<file path="config.mk">
export PLATFORM = sky130hd
export DESIGN_NAME = alu_issue_ctrl
export DESIGN_NICKNAME = d
export VERILOG_FILES = /design/src/rtl/alu_pkg.sv /design/src/rtl/alu_regfile.sv /design/src/rtl/alu_issue_ctrl.sv
export SDC_FILE = /design/constraint.sdc
export NUM_CORES = 1
export LEC_CHECK = 0
export BUFFER_PORTS_ARGS = -buffer_cell sky130_fd_sc_hd__buf_2
export CORE_ASPECT_RATIO = 0.7
export CORE_UTILIZATION = 56
export DETAILED_ROUTE_END_ITERATION = 8
export MAX_ROUTING_LAYER = met4
export PLACE_DENSITY = 0.87
export SETUP_SLACK_MARGIN = 0.05
export SLEW_MARGIN = 20
export SYNTH_ARGS = -nofsm -noshare
export SYNTH_HDL_FRONTEND = slang
export SYNTH_SLANG_ARGS = --single-unit
</file>
<file path="constraint.sdc">
create_clock -name clk -period 2.1 [get_ports clk]
set_input_delay 0.42 -clock clk [delete_from_list [all_inputs] [get_ports clk]]
set_output_delay 0.42 -clock clk [all_outputs]
set_load 0.01 [all_outputs]
</file>
<file path="src/rtl/alu_pkg.sv">
// alu_pkg: shared opcodes, FSM state type and width defaults for the ALU issue block.
package alu_pkg;
  localparam int DW_DEF = 4;
  localparam int NREG_DEF = 4;
  localparam int AW_DEF = 2;
  localparam logic [2:0] OP_ADD = 3'b000;
  localparam logic [2:0] OP_SUB = 3'b001;
  localparam logic [2:0] OP_AND = 3'b010;
  localparam logic [2:0] OP_XOR = 3'b011;
  localparam logic [2:0] OP_OR = 3'b100;
  localparam logic [2:0] OP_SHL2A = 3'b101;
  localparam logic [2:0] OP_SHR1B = 3'b110;
  localparam logic [2:0] OP_SHL1A = 3'b111;
  typedef enum logic [1:0] {IDLE, EXEC, RESP} state_e;
endpackage

</file>
<file path="src/rtl/alu_regfile.sv">
// alu_regfile: NREG x DW operand storage, two read ports plus debug read,
// writeback taking priority over an external load to the same register.
module alu_regfile
  import alu_pkg::*;
#(
  parameter int DW = DW_DEF,
  parameter int NREG = NREG_DEF,
  parameter int AW = AW_DEF
) (
  input  logic          clk,
  input  logic          rst_n,
  input  logic [AW-1:0] ra1,
  input  logic [AW-1:0] ra2,
  output logic [DW-1:0] rd1,
  output logic [DW-1:0] rd2,
  input  logic [AW-1:0] dbg_addr,
  output logic [DW-1:0] dbg_data,
  input  logic          wb_en,
  input  logic [AW-1:0] wb_addr,
  input  logic [DW-1:0] wb_data,
  input  logic          ext_en,
  input  logic [AW-1:0] ext_addr,
  input  logic [DW-1:0] ext_data
);
  logic [DW-1:0] regs_q [NREG];

  always_ff @(posedge clk or negedge rst_n) begin
    if (!rst_n) begin
      for (int i = 0; i < NREG; i++) regs_q[i] <= '0;
    end else begin
      for (int i = 0; i < NREG; i++) begin
        if (wb_en && wb_addr == AW'(i)) regs_q[i] <= wb_data;
        else if (ext_en && ext_addr == AW'(i)) regs_q[i] <= ext_data;
      end
    end
  end

  assign rd1 = regs_q[ra1];
  assign rd2 = regs_q[ra2];
  assign dbg_data = regs_q[dbg_addr];
endmodule

</file>
<file path="src/rtl/alu_issue_ctrl.sv">
// alu_issue_ctrl: issues register-file operands to a combinational ALU and
// writes the result back, with valid/ready request and response handshakes.
module alu_issue_ctrl
  import alu_pkg::*;
#(
  parameter int DW = DW_DEF,
  parameter int NREG = NREG_DEF,
  parameter int AW = AW_DEF
) (
  input  logic          clk,
  input  logic          rst_n,
  input  logic          req_valid,
  output logic          req_ready,
  input  logic [2:0]    req_op,
  input  logic [AW-1:0] req_rd,
  input  logic [AW-1:0] req_rs1,
  input  logic [AW-1:0] req_rs2,
  input  logic          wr_en,
  input  logic [AW-1:0] wr_addr,
  input  logic [DW-1:0] wr_data,
  input  logic [AW-1:0] dbg_addr,
  output logic [DW-1:0] dbg_data,
  output logic [DW-1:0] alu_a,
  output logic [DW-1:0] alu_b,
  output logic [2:0]    alu_s,
  input  logic [DW-1:0] alu_out,
  input  logic          alu_cout,
  output logic          rsp_valid,
  input  logic          rsp_ready,
  output logic [DW-1:0] rsp_data,
  output logic          rsp_carry
);
  state_e state_q, state_d;
  logic [DW-1:0] a_q, a_d, b_q, b_d, rsp_data_q, rsp_data_d, rd1, rd2;
  logic [2:0] s_q, s_d;
  logic [AW-1:0] rd_q, rd_d;
  logic rsp_valid_q, rsp_valid_d, rsp_carry_q, rsp_carry_d, wb_en;

  alu_regfile #(.DW(DW), .NREG(NREG), .AW(AW)) u_rf (
    .clk(clk), .rst_n(rst_n),
    .ra1(req_rs1), .ra2(req_rs2), .rd1(rd1), .rd2(rd2),
    .dbg_addr(dbg_addr), .dbg_data(dbg_data),
    .wb_en(wb_en), .wb_addr(rd_q), .wb_data(alu_out),
    .ext_en(wr_en), .ext_addr(wr_addr), .ext_data(wr_data)
  );

  always_ff @(posedge clk or negedge rst_n) begin
    if (!rst_n) begin
      state_q <= IDLE;
      a_q <= '0;
      b_q <= '0;
      s_q <= '0;
      rd_q <= '0;
      rsp_valid_q <= 1'b0;
      rsp_data_q <= '0;
      rsp_carry_q <= 1'b0;
    end else begin
      state_q <= state_d;
      a_q <= a_d;
      b_q <= b_d;
      s_q <= s_d;
      rd_q <= rd_d;
      rsp_valid_q <= rsp_valid_d;
      rsp_data_q <= rsp_data_d;
      rsp_carry_q <= rsp_carry_d;
    end
  end

  always_comb begin
    state_d = state_q;
    a_d = a_q;
    b_d = b_q;
    s_d = s_q;
    rd_d = rd_q;
    rsp_valid_d = rsp_valid_q;
    rsp_data_d = rsp_data_q;
    rsp_carry_d = rsp_carry_q;
    wb_en = 1'b0;
    case (state_q)
      IDLE: if (req_valid) begin
        a_d = rd1;
        b_d = rd2;
        s_d = req_op;
        rd_d = req_rd;
        state_d = EXEC;
      end
      EXEC: begin
        wb_en = 1'b1;
        rsp_valid_d = 1'b1;
        rsp_data_d = alu_out;
        rsp_carry_d = (s_q == OP_ADD) ? alu_cout : 1'b0;
        state_d = RESP;
      end
      RESP: if (rsp_ready) begin
        rsp_valid_d = 1'b0;
        state_d = IDLE;
      end
      default: state_d = IDLE;
    endcase
  end

  assign req_ready = (state_q == IDLE);
  assign alu_a = a_q;
  assign alu_b = b_q;
  assign alu_s = s_q;
  assign rsp_valid = rsp_valid_q;
  assign rsp_data = rsp_data_q;
  assign rsp_carry = rsp_carry_q;
endmodule

</file>
==> impl_metrics.json <==
{
  "combPwrFrac_pct": 36.4,
  "holdWs_ps": 217.1,
  "use_met3_pct": 6.114,
  "clockRootBuffer": "clkbuf_8",
  "drt_first_pass_iters": 4,
  "period_share_pct": 87.18,
  "routed_wl_microns": 4181,
  "worstReg2RegStart": "state_q[1]$_DFFE_PN0P_",
  "die_h_microns": 50.95,
  "cts.path.max_buffers": 2,
  "hold_violations": 0,
  "vdd_ir_drop_max_mv": 0.8937,
  "status": "complete, no violations",
  "skew_ps": 3.660,
  "areaGrowthSynthToFinish_pct": 19.97,
  "drv_slew": 0,
  "vias_per_cell": 5.699,
  "netlist-cell-type-count": 26,
  "ys_ff_latch": 37,
  "cts_tree": "built",
  "rrSetupSlack_ps": 730,
  "portBuffers": 48,
  "p_seq_share_pct": 44.0,
  "cp.arrival_ps": 1410,
  "layout_common_cells": "48 x buf_2, 37 x dfrtp_1, 17 x mux2_2, 16 x mux2i_1, 15 x nand2_1",
  "syn_area_per_cell_sq_um": 13.50,
  "num_rows": 17,
  "drive_above_1_share_pct": 43.23,
  "cts.repair.resized": 0,
  "cts.clk_slew.worst_paths_ps": 70,
  "worst_setup_path_start_kind": "flop",
  "die_area_sq_mm": 0.003665,
  "synth-seq-area-share_pct": 48.30,
  "num_io_pins": 49,
  "slew_headroom_pct": 46.20,
  "rr_worst_depth": 3,
  "period_minus_slack_ps": 1831,
  "r2r_end": "u_rf.regs_q[3]$_DFFE_PN0P_",
  "p_sw_mw": 1.113,
  "rsz0062_at_grt": "no",
  "nNetsFinal": 218,
  "fmax_ghz": 0.5462,
  "diodes": 0,
  "syn_nets": 169,
  "tightest_slew_ps": 807.0,
  "overflow": 0,
  "setup_violations": 0,
  "gp_congestion": 0.9156,
  "clock_sinks": 37,
  "synth_area_sq_mm": 0.001917,
  "cts_setup_buffers": 0,
  "finalPower_mw": 3.248,
  "top_usage_layer": "met2",
  "synth_cells": 142,
  "yosysWarnings": 0,
  "vias": 1362,
  "clkLatencyLatePin_ps": 290,
  "fp.coreArea_sq_mm": 0.003212,
  "maxCapViolations": 0,
  "final_antenna_net_count": 0,
  "first_iter_violations": 135,
  "die_w_microns": 71.93,
  "holdCritPathClass": "in2async",
  "power.leakage_nw": 1.072,
  "critical_path_class": "reg2out",
  "dp_slack_ps": 384.5,
  "place_hpwl_microns": 3195,
  "grt_pass1_vias": 1361,
  "clkPwrFrac_pct": 19.5,
  "grt_max_degree": 38,
  "grtUsageMet2_pct": 41.51,
  "grtUsageMet1_pct": 35.35,
  "drcViolationCount": 0,
  "end_kind": "output pin",
  "start_util_pct": 59.68,
  "p_int_mw": 2.136,
  "htreeDepth": 2,
  "final_common_cell": "buf_2",
  "cts_inserted_buffers": 5,
  "hold_buffers": 0,
  "grt_pass1_wl_microns": 6803,
  "wl_per_cell_microns": 17.49,
  "gr-usage-all-layers_pct": 27.31,
  "finalWorstSetupSlack_ps": 269.2,
  "path_max_fanout": 4,
  "powerDensity_mw_per_mm2": 1412,
  "swShare_pct": 34.26,
  "cp.required_ps": 1680,
  "antenna_found_initial": 0,
  "tns_ps": 0
}
[worst max path at each step]
stage | to | startpoint | depth (start not counted) | slack, ps
floorplan | dbg_data[0] | dbg_addr[0] | 1 | 750
global placement | dbg_data[0] | dbg_addr[0] | 3 | 430
detailed placement | dbg_data[1] | dbg_addr[0] | 3 | 380
CTS | dbg_data[1] | u_rf.regs_q[1]$_DFFE_PN0P_ | 2 | 260
global route | dbg_data[1] | u_rf.regs_q[1]$_DFFE_PN0P_ | 2 | 230
finish | dbg_data[1] | u_rf.regs_q[1]$_DFFE_PN0P_ | 2 | 270
[synth_stat cells]
library cell / n / area [sq um]
o21ai_0: 12 / 60.06
nor4b_4: 1 / 23.77
buf_2: 2 / 10.01
dfrtp_1: 37 / 925.9
mux4_1: 8 / 210.2
buf_1: 1 / 3.750
buf_6: 1 / 11.26
nor2_1: 6 / 22.52
nand4b_1: 1 / 8.760
inv_1: 2 / 7.510
o21ai_1: 2 / 10.01
mux2i_1: 16 / 160.2
nand2_1: 15 / 56.30
or4b_2: 1 / 10.01
nand3b_1: 1 / 7.510
and3b_1: 1 / 8.760
nand2b_1: 1 / 6.260
nor3b_2: 1 / 12.51
nand3_1: 1 / 5.000
nand2_2: 1 / 6.260
nor2_4: 1 / 11.26
mux2_2: 17 / 191.4
mux4_2: 4 / 90.09
a21oi_1: 5 / 25.02
clkbuf_1: 2 / 7.510
and4bb_2: 2 / 25.02
[logic make-up after synthesis]
kind of cell / count (synthesis) / synth area share, %
multiplexers: 45 / 34.01
flip-flops: 37 / 48.30
AND/OR/NAND/NOR: 33 / 10.64
AO/OA/AOI/OAI: 19 / 4.961
buffers and inverters: 8 / 2.089
[power groups by stage]
stage	Combinational, mW	Sequential [mW]	Clock [mW]
after floorplan	0.777	1.38	0
after global placement	1.15	1.37	0
after detailed placement	1.20	1.42	0
after CTS	1.20	1.42	0.644
after global routing	1.31	1.47	0.679
final	1.18	1.43	0.634
[metal layers]
layer / up-vias / share of wire [%]
met4: 0 / 3.1
met3: 13 / 4.8
met1: 667 / 46
li1: 632 / -
met5: - / 0
met2: 50 / 46
[through the flow]
step / area (sq um) / util (%) / instances
final: 2300 / 71.60 / 239
after floorplan: 1917 / - / 142
after global placement: 2183 / 67.98 / 231
after global routing: 2300 / 71.60 / 239
after detailed placement: 2183 / 67.98 / 231
after CTS: 2300 / 71.60 / 239
[worst max-delay path, stage by stage, from the launching register on]
cell and delay, ps:
dfrtp_1 450, mux4_2 510, buf_2 160
[state kept, by name, indices dropped and copies added, names as in the netlist, 2 cells and up]
register	cells
state_q	2
rsp_data	4
alu_b	4
alu_s	3
alu_a	4
u_rf.regs_q	16
rd_q	2
[final cells by class]
| class | instances | area [sq um] |
|---|---|---|
| timing repair buffer | 48 | 240.2 |
| inverter | 2 | 7.507 |
| multi-input combinational | 97 | 950.9 |
| tap | 47 | 58.81 |
| sequential | 37 | 925.9 |
| clock inverter | 1 | 30.03 |
| clock buffer | 7 | 86.33 |
| fill | 229 | 912.1 |
Note: power is estimated with default switching activity, not from simulation.
